**src/rtl/l2_rr_arbiter.sv**
```systemverilog
// Round-robin arbiter sharing one L2 port between I-cache and D-cache.
// The winning command is latched at grant; a sticky watchdog flags stalled L2 transactions.
module l2_rr_arbiter #(
  parameter int unsigned TIMEOUT_CYCLES = 255
) (
  input  logic         clk,
  input  logic         rst,
  input  logic [15:0]  icache_address,
  input  logic         icache_read,
  input  logic         icache_write,
  input  logic [127:0] icache_wdata,
  output logic [127:0] icache_rdata,
  output logic         icache_mem_resp,
  input  logic [15:0]  dcache_address,
  input  logic         dcache_read,
  input  logic         dcache_write,
  input  logic [127:0] dcache_wdata,
  output logic [127:0] dcache_rdata,
  output logic         dcache_mem_resp,
  input  logic [127:0] l2_rdata,
  input  logic         l2_mem_resp,
  output logic [15:0]  l2_address,
  output logic [127:0] l2_wdata,
  output logic         l2_read,
  output logic         l2_write,
  output logic         last_grant,
  output logic         timeout_err
);

  // state   | meaning
  // IDLE    | no transaction, arbitrate pending requests
  // GRANT_I | I-cache transaction in flight on L2
  // GRANT_D | D-cache transaction in flight on L2
  // RELEASE | one dead cycle so the requester can drop its request
  typedef enum logic [1:0] {IDLE, GRANT_I, GRANT_D, RELEASE} state_t;

  state_t       state_q;
  logic         last_q;
  logic [7:0]   cnt_q;
  logic [7:0]   cnt_d;
  logic         err_q;
  logic [15:0]  addr_q;
  logic [127:0] wdata_q;
  logic         rd_q;
  logic         wr_q;
  logic         req_i;
  logic         req_d;
  logic         pick_i;

  assign req_i  = icache_read | icache_write;
  assign req_d  = dcache_read | dcache_write;
  // On a tie the requester that was not granted last wins.
  assign pick_i = req_i & (~req_d | last_q);

  always_comb begin
    cnt_d = cnt_q;
    if (cnt_q != 8'hFF) cnt_d = cnt_q + 8'd1;
  end

  always_ff @(posedge clk) begin
    if (rst) begin
      state_q <= IDLE;
      last_q  <= 1'b1;
      cnt_q   <= 8'd0;
      err_q   <= 1'b0;
      addr_q  <= 16'd0;
      wdata_q <= 128'd0;
      rd_q    <= 1'b0;
      wr_q    <= 1'b0;
    end else begin
      case (state_q)
        IDLE: begin
          if (pick_i) begin
            addr_q  <= icache_address;
            wdata_q <= icache_wdata;
            rd_q    <= icache_read & ~icache_write;
            wr_q    <= icache_write;
            last_q  <= 1'b0;
            cnt_q   <= 8'd0;
            state_q <= GRANT_I;
          end else if (req_d) begin
            addr_q  <= dcache_address;
            wdata_q <= dcache_wdata;
            rd_q    <= dcache_read & ~dcache_write;
            wr_q    <= dcache_write;
            last_q  <= 1'b1;
            cnt_q   <= 8'd0;
            state_q <= GRANT_D;
          end
        end
        GRANT_I, GRANT_D: begin
          if (l2_mem_resp) begin
            rd_q    <= 1'b0;
            wr_q    <= 1'b0;
            state_q <= RELEASE;
          end else begin
            cnt_q <= cnt_d;
            if (cnt_d == 8'(TIMEOUT_CYCLES)) err_q <= 1'b1;
          end
        end
        RELEASE: state_q <= IDLE;
        default: state_q <= IDLE;
      endcase
    end
  end

  assign l2_address      = addr_q;
  assign l2_wdata        = wdata_q;
  assign l2_read         = rd_q;
  assign l2_write        = wr_q;
  assign last_grant      = last_q;
  assign timeout_err     = err_q;
  assign icache_mem_resp = (state_q == GRANT_I) & l2_mem_resp;
  assign dcache_mem_resp = (state_q == GRANT_D) & l2_mem_resp;
  assign icache_rdata    = (state_q == GRANT_I) ? l2_rdata : 128'd0;
  assign dcache_rdata    = (state_q == GRANT_D) ? l2_rdata : 128'd0;

endmodule

```
**config.mk**
```make
export PLATFORM = sky130hd
export DESIGN_NAME = l2_rr_arbiter
export DESIGN_NICKNAME = d
export VERILOG_FILES = /design/src/rtl/l2_rr_arbiter.sv
export SDC_FILE = /design/constraint.sdc
export NUM_CORES = 1
export LEC_CHECK = 0
export CAP_MARGIN = 25
export CORE_AREA = 2 2 320 322
export CTS_CLUSTER_DIAMETER = 80
export DETAILED_ROUTE_END_ITERATION = 16
export DIE_AREA = 0 0 322 324
export HOLD_SLACK_MARGIN = 0.15
export PLACE_DENSITY = 0.36
export SYNTH_ARGS = -nofsm -noshare
export SYNTH_HDL_FRONTEND = slang
export SYNTH_SLANG_ARGS = --single-unit
export TNS_END_PERCENT = 20
```
**constraint.sdc**
```tcl
create_clock -name clk -period 1.65 [get_ports clk]
set_input_delay 0.4125 -clock clk [delete_from_list [all_inputs] [get_ports clk]]
set_output_delay 0.4125 -clock clk [all_outputs]
set_load 0.03 [all_outputs]
```
==> impl_results.md <==
- Run status: finished with violations
- Failing checks: negative setup slack
- Beginning of the worst hold path: rst
- Post-synth cell types: between 40 and 50
- Post-route ant nets: 0
- Final WS setup: -0.5755 ns
- Logic depth of the worst path, buffers included: 7
- Final weighted congestion of routability-driven global placement: around 0.94
- Dominant register cell in the synthesized netlist: dfxtp_1
- Peak clock frequency supported by timing: around 450 MHz
- Total of buffers placed on input and output ports: approximately 830
- Initial drt markers: about 430
- Reported leakage power: ~10 nW
- Effective utilization at floorplan: roughly 9.7%
- Final Core Density: ~23%
- Overall Power: ~43 mW
- Fin nets: 2495
- Global Route Usage Sum: between 10% and 20%
- Critical path required time: 1.24 ns
- Layout overhead on the synthesized area: 139.6%
- Final setup violating endpoints: between 400 and 500
- Global-route congestion overflow total: 0
- Average cell area after synthesis: roughly 8.1 µm²
- Ordered list of cells on the worst path: inv_2, buf_6, ha_4, buf_12, clkbuf_16, and2_4, buf_12
- Total Die Area: around 0.10 mm²
- Crit start category: flop
- Worst hold path class: in2reg
- Post-synth design cell area: 0.009774 mm²
- Critical path's largest stage delay: ~0.34 ns
- Launching point of the worst reg2reg path: state_q[0]
- Vias in the first global route: ~13k
- Element type at the critical path end: primary output
- Crit path top cell by count: buf_12
- CP Class: reg2out
- Die Width: roughly 320 µm
- Remaining max-slew budget at the tightest pin: 69.70%
- Pre-CTS setup slack: -0.7197 ns
- EDFF count, synth: 0
- Clock latency on the worst-skew pair: 0.50 ns
- Slew Viols, Final: 0
- Detail-routed net length per standard cell: 23.65 µm
- Total number of yosys warnings: 0
- PwrDens: 1837 mW/mm²
- Critical Path AT: between 1.5 and 2 ns
- Global-route wire length before repair: ~100 mm
- Maximum level of the CTS H-tree: 4
- Most common cell after layout, fill and taps aside: clkdlybuf4s50_1
- Maximum count of clock buffers along a single path: 2
- Number of placement rows: approximately 120
- Via count normalized by instance count: approximately 3.6
- Depth of the worst hold-timing path: 3
- Count of unresolved DRC violations after routing: 0
- Final worst path period need: 2.225 ns
- Total CTS buffers: 17
- # IOs: a little over 800
- Number of sinks driven by the clock tree: approximately 160
- Maximum ir drop on the vdd rail: 0.0007902 V
- Core area: roughly 0.10 mm²
- Worst Path Max Fanout: 6
- Cell type of the slowest stage on the worst timing path: dfxtp_2
- TritonRoute pass-1 iters: 4
- Setup repair after global routing missed its margin: true
- Final wirelength: between 80 and 90 mm
- Period Utilization, post-route: 134.9%
- Sequential fraction of the synthesis area: approximately 32%
- Seq cells post-synth: between 150 and 200
- Synthesized netlist net count: 1635
- Pin count of the biggest net entering global routing: 47
- Clock-pin transition on the worst setup and hold timing paths: approximately 0.080 ns
- Commonest cells after routing, fill and taps aside: clkdlybuf4s50_1 (420), nand2_1 (296), and2_4 (231)
- Detailed placer's ending HPWL: 65.88 mm
- Final hold violation count: 0
- Async set-reset flop share out of synthesis: 0%
- Number of violations of the max-capacitance limit: 0
- Gate count after technology mapping: about 1.2k
- CTS tree: yes
- Antenna violations before repair: 10
- Start point of the critical path: state_q[1]
- Root Buffer: clkbuf_16
- Number of cells on the worst reg-to-reg path: 10
- CP delay by family, top: buffers and inverters
- Fraction of layout cells with a size suffix above 1: 42.86%
- Worst Tran Pin Value: about 0.45 ns
- Total via count after detailed routing: 12.13k
- Critical path buffers and inverters: 5
- Post-route clock skew: around 0.015 ns
- Die Height: 324 µm
- Setup TNS: -158.98 ns
-- flip-flops by register name, indices dropped and copies added, names as in the netlist --
name and cells:
l2_wdata 128, l2_address 16, cnt_q 8, state_q 2, l2_read 1, l2_write 1
last_grant 1, timeout_err 1
-- final cells by class --
| type | count | area [µm²] |
|---|---|---|
| fillers | 11027 | 77590 |
| repair buffers | 955 | 11300 |
| multi-input cells | 929 | 6701 |
| flip-flops and latches | 158 | 3169 |
| well taps | 1309 | 1638 |
| clock buffers | 19 | 442.9 |
| clock inverters | 13 | 130.1 |
| inverters | 7 | 26.28 |
| diodes | 3 | 7.507 |
-- kinds of logic after synthesis --
logic type	after synthesis	share of synthesized area, %
AOI/OAI and AO/OA	185	24.62
xor gates and xnor gates	1	0.08962
adders and majority gates	4	0.5121
buffers and inverters	121	6.503
DFF	158	32.36
and+or+nand+nor	739	35.92
-- synth_stat cells (all sizes together) (2+ instances only) --
library cell	count	area, µm²
nand2	296	1111
and2	258	1614
dfxtp	158	3163
nor2	154	578.1
a311oi	144	2137
buf	63	416.7
clkbuf	51	192.7
a21oi	15	75.07
inv	7	26.28
nand2b	5	31.28
nand3	5	25.02
nor3	5	25.02
ha	4	50.05
o21ai	4	20.02
nor2b	3	18.77
o22ai	3	18.77
a211oi	2	15.01
a21o	2	15.01
nand4	2	12.51
nor4	2	27.53
o211ai	2	15.01
o21a	2	15.01
o2bb2ai	2	17.52
or2	2	12.51
or4	2	15.01
-- per-stage QoR --
stage	hold slack (ns)	std cells	instance area [µm²]
2_1_floorplan	0.4909	1208	10030
6_report	0.3911	3393	23420
3_5_place_dp	0.5101	3326	20640
5_1_grt	0.3730	3392	23420
3_3_place_gp	0.5197	3326	20640
4_1_cts	0.3407	3382	22700
-- path summary, 6_finish.rpt --
kind                                         end  slack (ns)
worst max-delay path            icache_rdata[91]       -0.58
worst min-delay path               l2_wdata[123]        0.39
worst max register to register       l2_wdata[3]       -0.28
worst min register to register      l2_wdata[73]        0.52
-- worst reg2reg max path: stages (launching register included) --
cell	delay (ns)
dfxtp_2	0.33
inv_2	0.06
buf_4	0.10
buf_6	0.08
buf_6	0.09
ha_4	0.12
nor2b_4	0.17
buf_12	0.23
buf_12	0.32
nor2_1	0.09
a311oi_2	0.25
-- metal layers --
metal  wire [µm]  up-vias  share of wire, %  global-route usage (%)
met5           0        -                 0                       0
met4        1448        0               1.8                   3.364
met3        5110       54               6.4                   3.927
met2       42200      478                53                   27.05
met1       31470     5782                39                   16.41
li1            -     5811                 -                       -
-- where the power goes --
part	switching [mW]	internal (mW)	leakage [nW]
combinational	17.3	14.9	8.90
sequential	1.19	5.44	1.31
clock	2.09	2.15	0.278
total	20.6	22.5	10.5
-- repair_timing --
| action | in CTS | in global routing |
|---|---|---|
| hold buffers | 0 | 0 |
| gates cloned | 11 | 9 |
| resized for setup | 388 | 274 |
| setup endpoints to repair | 523 | 530 |
| pin swaps | 1 | 12 |
| buffers inserted | 14 | 0 |
Note: power is estimated with default switching activity, not from simulation.
==> RTL change 1 (same settings) <==
Register the output `timeout_err` once more, with the module's reset; this adds one clock of latency there. The other outputs are not delayed to match.
--- a/src/rtl/l2_rr_arbiter.sv
+++ b/src/rtl/l2_rr_arbiter.sv
@@ -109,7 +109,13 @@
   assign l2_read         = rd_q;
   assign l2_write        = wr_q;
   assign last_grant      = last_q;
-  assign timeout_err     = err_q;
+  always_ff @(posedge clk) begin
+    if (rst) begin
+      timeout_err <= '0;
+    end else begin
+      timeout_err <= err_q;
+    end
+  end
   assign icache_mem_resp = (state_q == GRANT_I) & l2_mem_resp;
   assign dcache_mem_resp = (state_q == GRANT_D) & l2_mem_resp;
   assign icache_rdata    = (state_q == GRANT_I) ? l2_rdata : 128'd0;
Check against the original RTL: not settled (the Yosys comparison gave no result); the edit may change what the design does.
==> RTL change 1 against the unedited design <==
The flow still finishes with violations (negative setup slack); synthesized area fell by 8.4%; total power fell by 16%; combinational power fell by 20%; routed wire length fell by 2.5%; sequential cell count rose by 1; design area fell by 6.2%; core utilization fell by 1.4 points; setup slack improved by 0.0047 ns; critical endpoint is now icache_rdata[98]; largest cell class unchanged; highest routed layer is now met5.
==> RTL change 1: results (changes against the unedited design) <==
Clocking
  – Largest buffer count on any clock path: 2 (unchanged)
  – Clock slew at reported path FFs: 0.08 ns (about the same)
  – Cell at the root of the clock tree: sky130_fd_sc_hd__clkbuf_16
  – Cts bufs inserted: 17 (unchanged)
  – Clock insertion delay at the later pin of the skew report: 0.49 ns

Setup path
  – Maximum net fanout on the critical path: 5 (-1)
  – Kind of cell adding the most delay to the critical path: buffers and inverters
  – CP arrival: 1.81 ns (about the same)
  – Critical-path cell with the highest stage delay: sky130_fd_sc_hd__dfxtp_2

Layout
  – Proportion of layout cells with a drive suffix above 1: 0.350 (-0.0791)
  – Final net count: 2474 (-0.84%)

STA
  – Final setup violating endpoints: 430 (+4.9%)
  – Post-Route Skew: 0.0157 ns (+0.000447 ns)
  – Worst setup margin: -0.571 ns (+0.00466 ns)
  – Transition at the pin with the smallest max-transition slack: 0.394 ns (-0.0603 ns)

Placement
  – Weighted congestion at the end of routability-driven global placement: 0.862 (-8.2%)
  – Quantity of I/O buffers inserted on ports: 828 (unchanged)
  – HPWL reported at the end of detailed placement: 67.6 mm (+2.6%)
  – Inst Count DP: 3326 (unchanged)

Logic synthesis
  – Number of synthesis warnings: 0 (unchanged)
  – Most used flip-flop cell after synthesis: sky130_fd_sc_hd__dfxtp_1
  – Synthesized net count: 1625 (-0.61%)
  – Synthesized area per cell: 7.47 um^2 (-7.6%)
  – Leading post-synthesis cells by cell area: sky130_fd_sc_hd__dfxtp_1 (36%), sky130_fd_sc_hd__and2_1 (18%), sky130_fd_sc_hd__nand2_1 (12%), sky130_fd_sc_hd__a311oi_1 (11%), sky130_fd_sc_hd__nor2_1 (6.2%)
  – Top cells by count, synth: sky130_fd_sc_hd__nand2_1 (296), sky130_fd_sc_hd__and2_1 (258), sky130_fd_sc_hd__dfxtp_1 (159)
  – Sequential fraction of the synthesis area: 0.355 (+0.0319)
  – Unique cell type count in the Yosys netlist: 47 (+2.2%)

Detailed routing
  – Via count of the routed design: 12200 (+0.27%)
  – 1st-pass router iterations: 5 (+1)
  – DR vias/cell: 3.60 (+0.72%)
  – Initial drt markers: 389 (-8.9%)
  – Routed wire per std cell: 23.1 um (-2.1%)

Min path
  – Classification of the worst-slack hold path: in2reg

Run status
  – Outcome: finished with violations
  – Violated checks: negative setup slack

Power and ir drop
  – Total leakage power: 10.1 nW (-4.0%)
  – Peak VDD IR: 0.696 mV (-12%)

Global route
  – Pin count of the biggest net entering global routing: 59 (+26%)
  – Wire length of the first global-routing pass: 102 mm (-2.1%)
  – GRT Resource Usage Total: 0.143 (-0.00230)
  – Antenna violations before repair: 61 (+51)
-- RTL change 1: path summary, 6_finish.rpt --
kind                 endpoint  slack, ns        startpoint  cells after the start
max          icache_rdata[98]      -0.57        state_q[1]                      8
min              l2_wdata[59]       0.48  icache_wdata[59]                      3
max reg2reg          l2_write      -0.20        state_q[1]                      8
min reg2reg       timeout_err       0.49             err_q                      1
-- RTL change 1: per-layer routing --
| layer | GRT usage | part of all wire | up-vias |
|---|---|---|---|
| li1 | - | - | 5762 |
| met5 | 0 | 0.0013 | - |
| met1 | 0.128 | 0.32 | 5606 |
| met2 | 0.285 | 0.56 | 608 |
| met4 | 0.0707 | 0.049 | 20 |
| met3 | 0.0463 | 0.074 | 162 |
-- RTL change 1: kinds of logic after synthesis --
kind of cell               count (synthesis)  synth area share
DFF                                      159             0.355
xor gates and xnor gates                   1          0.000978
adders and majority gates                  4           0.00559
and+or+nand+nor                          729             0.385
buffers and inverters                    116            0.0556
AOI/OAI and AO/OA                        189             0.197
-- RTL change 1: repair_timing --
action                     CTS  global route
cloned                       3             1
hold endpoints to repair     5             0
setup endpoints to repair  546           548
hold buffers                 1             0
pin swaps                    1             2
resized for setup          222           200
setup buffers                6             0
-- RTL change 1: cell type report --
type / instances / area, um^2
Antenna cell: 9 / 22.5
Clock buffer: 18 / 439
Clock inverter: 14 / 141
Fill cell: 11100 / 79000
Inverter: 5 / 18.8
Multi-Input combinational cell: 923 / 5760
Sequential cell: 159 / 3190
Tap cell: 1309 / 1640
Timing Repair Buffer: 941 / 10800
-- RTL change 1: report_power, final --
| group | switching [mW] | internal (mW) |
|---|---|---|
| Clock | 2.13 | 2.06 |
| Sequential | 0.977 | 5.44 |
| Combinational | 14.1 | 11.5 |
| Total | 17.2 | 19.0 |
-- RTL change 1: metrics by stage --
stage,setup slack [ns],setup TNS [ns],cell area [um^2]
floorplan,-0.0409,-5.06,9220
global placement,-0.663,-102.60,20200
detailed placement,-0.707,-106.53,20200
CTS,-0.645,-219.69,21500
global route,-0.640,-190.87,22000
finish,-0.571,-154.03,22000
-- RTL change 1: tightest hold or removal path, delay by kind of cell --
family	cells	cell delay, ns
AO/OA/AOI/OAI	1	0.07
buffers and inverters	1	0.40
AND/OR/NAND/NOR	1	0.05
==> RTL change 2 (same flow settings) <==
Made on the original files. Change the parameter `TIMEOUT_CYCLES` from 255 to 127.
--- a/src/rtl/l2_rr_arbiter.sv
+++ b/src/rtl/l2_rr_arbiter.sv
@@ -1,7 +1,7 @@
 // Round-robin arbiter sharing one L2 port between I-cache and D-cache.
 // The winning command is latched at grant; a sticky watchdog flags stalled L2 transactions.
 module l2_rr_arbiter #(
-  parameter int unsigned TIMEOUT_CYCLES = 255
+  parameter int unsigned TIMEOUT_CYCLES = 127
 ) (
   input  logic         clk,
   input  logic         rst,
Function: not settled (the Yosys comparison gave no result); the edit may change what the design does.
==> RTL change 2 against the unedited design <==
The run still ends with negative setup slack left; sequential cell count unchanged; sequential power decreased by 3.5%; global-route usage decreased by 1.1 points; total power decreased by 25%; final cell count decreased by 1.4%; routed wire length decreased by 5.9%; setup slack improved by 0.047 ns; synthesized area decreased by 6.9%; die area unchanged; design area decreased by 9.4%; largest cell class unchanged; highest routed layer is now met5.
==> RTL change 2: results (changes against the unedited design) <==
Run status
  – Outcome: finished with violations
  – Violated checks: negative setup slack

Min path
  – HP Start: rst
  – Classification of the worst-slack hold path: in2reg

Global route
  – Wire length of the first global-routing pass: 97.0 mm (-7.1%)
  – Total congestion overflow: 0 (unchanged)
  – GRT Resource Usage Total: 0.135 (-0.0108)
  – Pin count of the biggest net entering global routing: 72 (+53%)
  – Antenna violations before repair: 67 (+57)
  – Number of global-route vias before repair: 11900 (-4.8%)

Logic synthesis
  – Synthesized area per cell: 7.56 um^2 (-6.6%)
  – Number of synthesis warnings: 0 (unchanged)
  – Unique cell type count in the Yosys netlist: 45 (-2.2%)
  – Leading post-synthesis cells by cell area: sky130_fd_sc_hd__dfxtp_1 (35%), sky130_fd_sc_hd__and2_1 (18%), sky130_fd_sc_hd__nand2_1 (12%), sky130_fd_sc_hd__a311oi_1 (9.0%), sky130_fd_sc_hd__a311oi_2 (8.3%)
  – Proportion of register bits with asynchronous set or reset after synthesis: 0 (unchanged)
  – Synthesized net count: 1631 (-0.24%)
  – Top cells by count, synth: sky130_fd_sc_hd__nand2_1 (294), sky130_fd_sc_hd__and2_1 (261), sky130_fd_sc_hd__dfxtp_1 (158)
  – Most used flip-flop cell after synthesis: sky130_fd_sc_hd__dfxtp_1
  – Sequential fraction of the synthesis area: 0.348 (+0.0240)

Placement
  – HPWL reported at the end of detailed placement: 62.5 mm (-5.2%)
  – Weighted congestion at the end of routability-driven global placement: 0.823 (-12%)
  – Area of placed instances: 0.0200 mm^2 (-3.3%)
  – Quantity of I/O buffers inserted on ports: 828 (unchanged)

Layout
  – Non-filler instance count after layout: 3345 (-1.4%)
  – Largest register FFs: 128 (unchanged)
  – Proportion of layout cells with a drive suffix above 1: 0.341 (-0.0879)
  – Final net count: 2441 (-2.2%)
  – # fillers: 11200 (+1.4%)

Clocking
  – Cts bufs inserted: 17 (unchanged)
  – Cell at the root of the clock tree: sky130_fd_sc_hd__clkbuf_16
  – Largest buffer count on any clock path: 2 (unchanged)
  – Number of H-tree branching levels: 4 (unchanged)
  – Clock insertion delay at the later pin of the skew report: 0.50 ns (about the same)
  – Clock slew at reported path FFs: 0.06 ns (-0.02 ns)

STA
  – Transition at the pin with the smallest max-transition slack: 0.437 ns (-0.0180 ns)
  – Worst setup margin: -0.529 ns (+0.0468 ns)
  – Post-Route Skew: 0.0220 ns (+0.00671 ns)
  – Final setup violating endpoints: 535 (+30%)

Setup path
  – CP arrival: 1.77 ns (-0.04 ns)
  – Maximum net fanout on the critical path: 58 (+52)
  – Crit path from: state_q[1]
  – Critical-path cell with the highest stage delay: sky130_fd_sc_hd__dfxtp_2
  – Slowest Stage Delay on Critical Path: 0.32 ns (-0.02 ns)
  – Kind of cell adding the most delay to the critical path: buffers and inverters

Detailed routing
  – Initial drt markers: 391 (-8.4%)
  – Routed wire length: 75.5 mm (-5.9%)
  – DR vias/cell: 3.61 (+0.90%)
  – 1st-pass router iterations: 4 (unchanged)

Power and ir drop
  – Peak VDD IR: 0.805 mV (+1.9%)
  – Total leakage power: 8.44 nW (-20%)
RTL change 2: cell types whose count changed after synthesis, sizes merged, moves of 2 or more:
| cell | change |
|---|---|
| buf | -16 |
| o31ai | +2 |
| clkbuf | +15 |
| nor2b | -2 |
| o21ai | +4 |
| and2 | +3 |
| nor2 | -2 |
| nand2 | -2 |
RTL change 2: area by class of cell:
cell class              count  share of cell area
diodes                     11             0.00130
clock buffers              18              0.0202
clock inverters            12             0.00649
inverters                   6             0.00106
multi-input cells         927               0.275
flip-flops and latches    158               0.149
well taps                1309              0.0772
repair buffers            904               0.469
RTL change 2: path summary, 6_finish.rpt:
kind	to	slack [ns]	depth (start not counted)
setup reg to reg	state_q[0]	-0.16	7
hold / removal	cnt_q[7]	0.29	2
hold reg to reg	l2_wdata[55]	0.50	2
setup / recovery	icache_rdata[36]	-0.53	6
RTL change 2: logic make-up after synthesis:
| group | after synthesis | share of synthesized area |
|---|---|---|
| AO/OA/AOI/OAI | 187 | 0.203 |
| AND/OR/NAND/NOR | 735 | 0.385 |
| flip-flops | 158 | 0.348 |
| buffers and inverters | 119 | 0.0573 |
| XOR/XNOR | 1 | 0.000963 |
| adder cells (fa/ha/maj) | 4 | 0.00550 |
RTL change 2: timing repair:
action | CTS | global route
setup endpoints to repair | 534 | 538
gates cloned | 1 | 11
resized for setup | 46 | 95
hold endpoints to repair | 0 | 0
pin swaps | 1 | 1
buffers inserted | 1 | 3
RTL change 2: through the flow:
step / util / setup TNS [ns] / worst slack (ns)
global placement: 0.198 / -135.96 / -0.921
detailed placement: 0.198 / -132.20 / -0.873
floorplan: - / -3.51 / -0.0227
global route: 0.210 / -242.28 / -0.639
CTS: 0.205 / -225.48 / -0.617
finish: 0.210 / -183.43 / -0.529
RTL change 2: where the power goes:
| part | internal (mW) | switching (mW) |
|---|---|---|
| logic | 9.64 | 12.2 |
| registers | 5.39 | 0.992 |
| clock network | 2.22 | 1.95 |
| total | 17.3 | 15.2 |
RTL change 2: routing by layer:
metal  up-vias  track usage  share of wire
met5         -            0         0.0020
met4        26       0.0433          0.025
met3       144       0.0513          0.082
met2       584        0.268           0.56
met1      5611        0.124           0.33
li1       5696            -              -
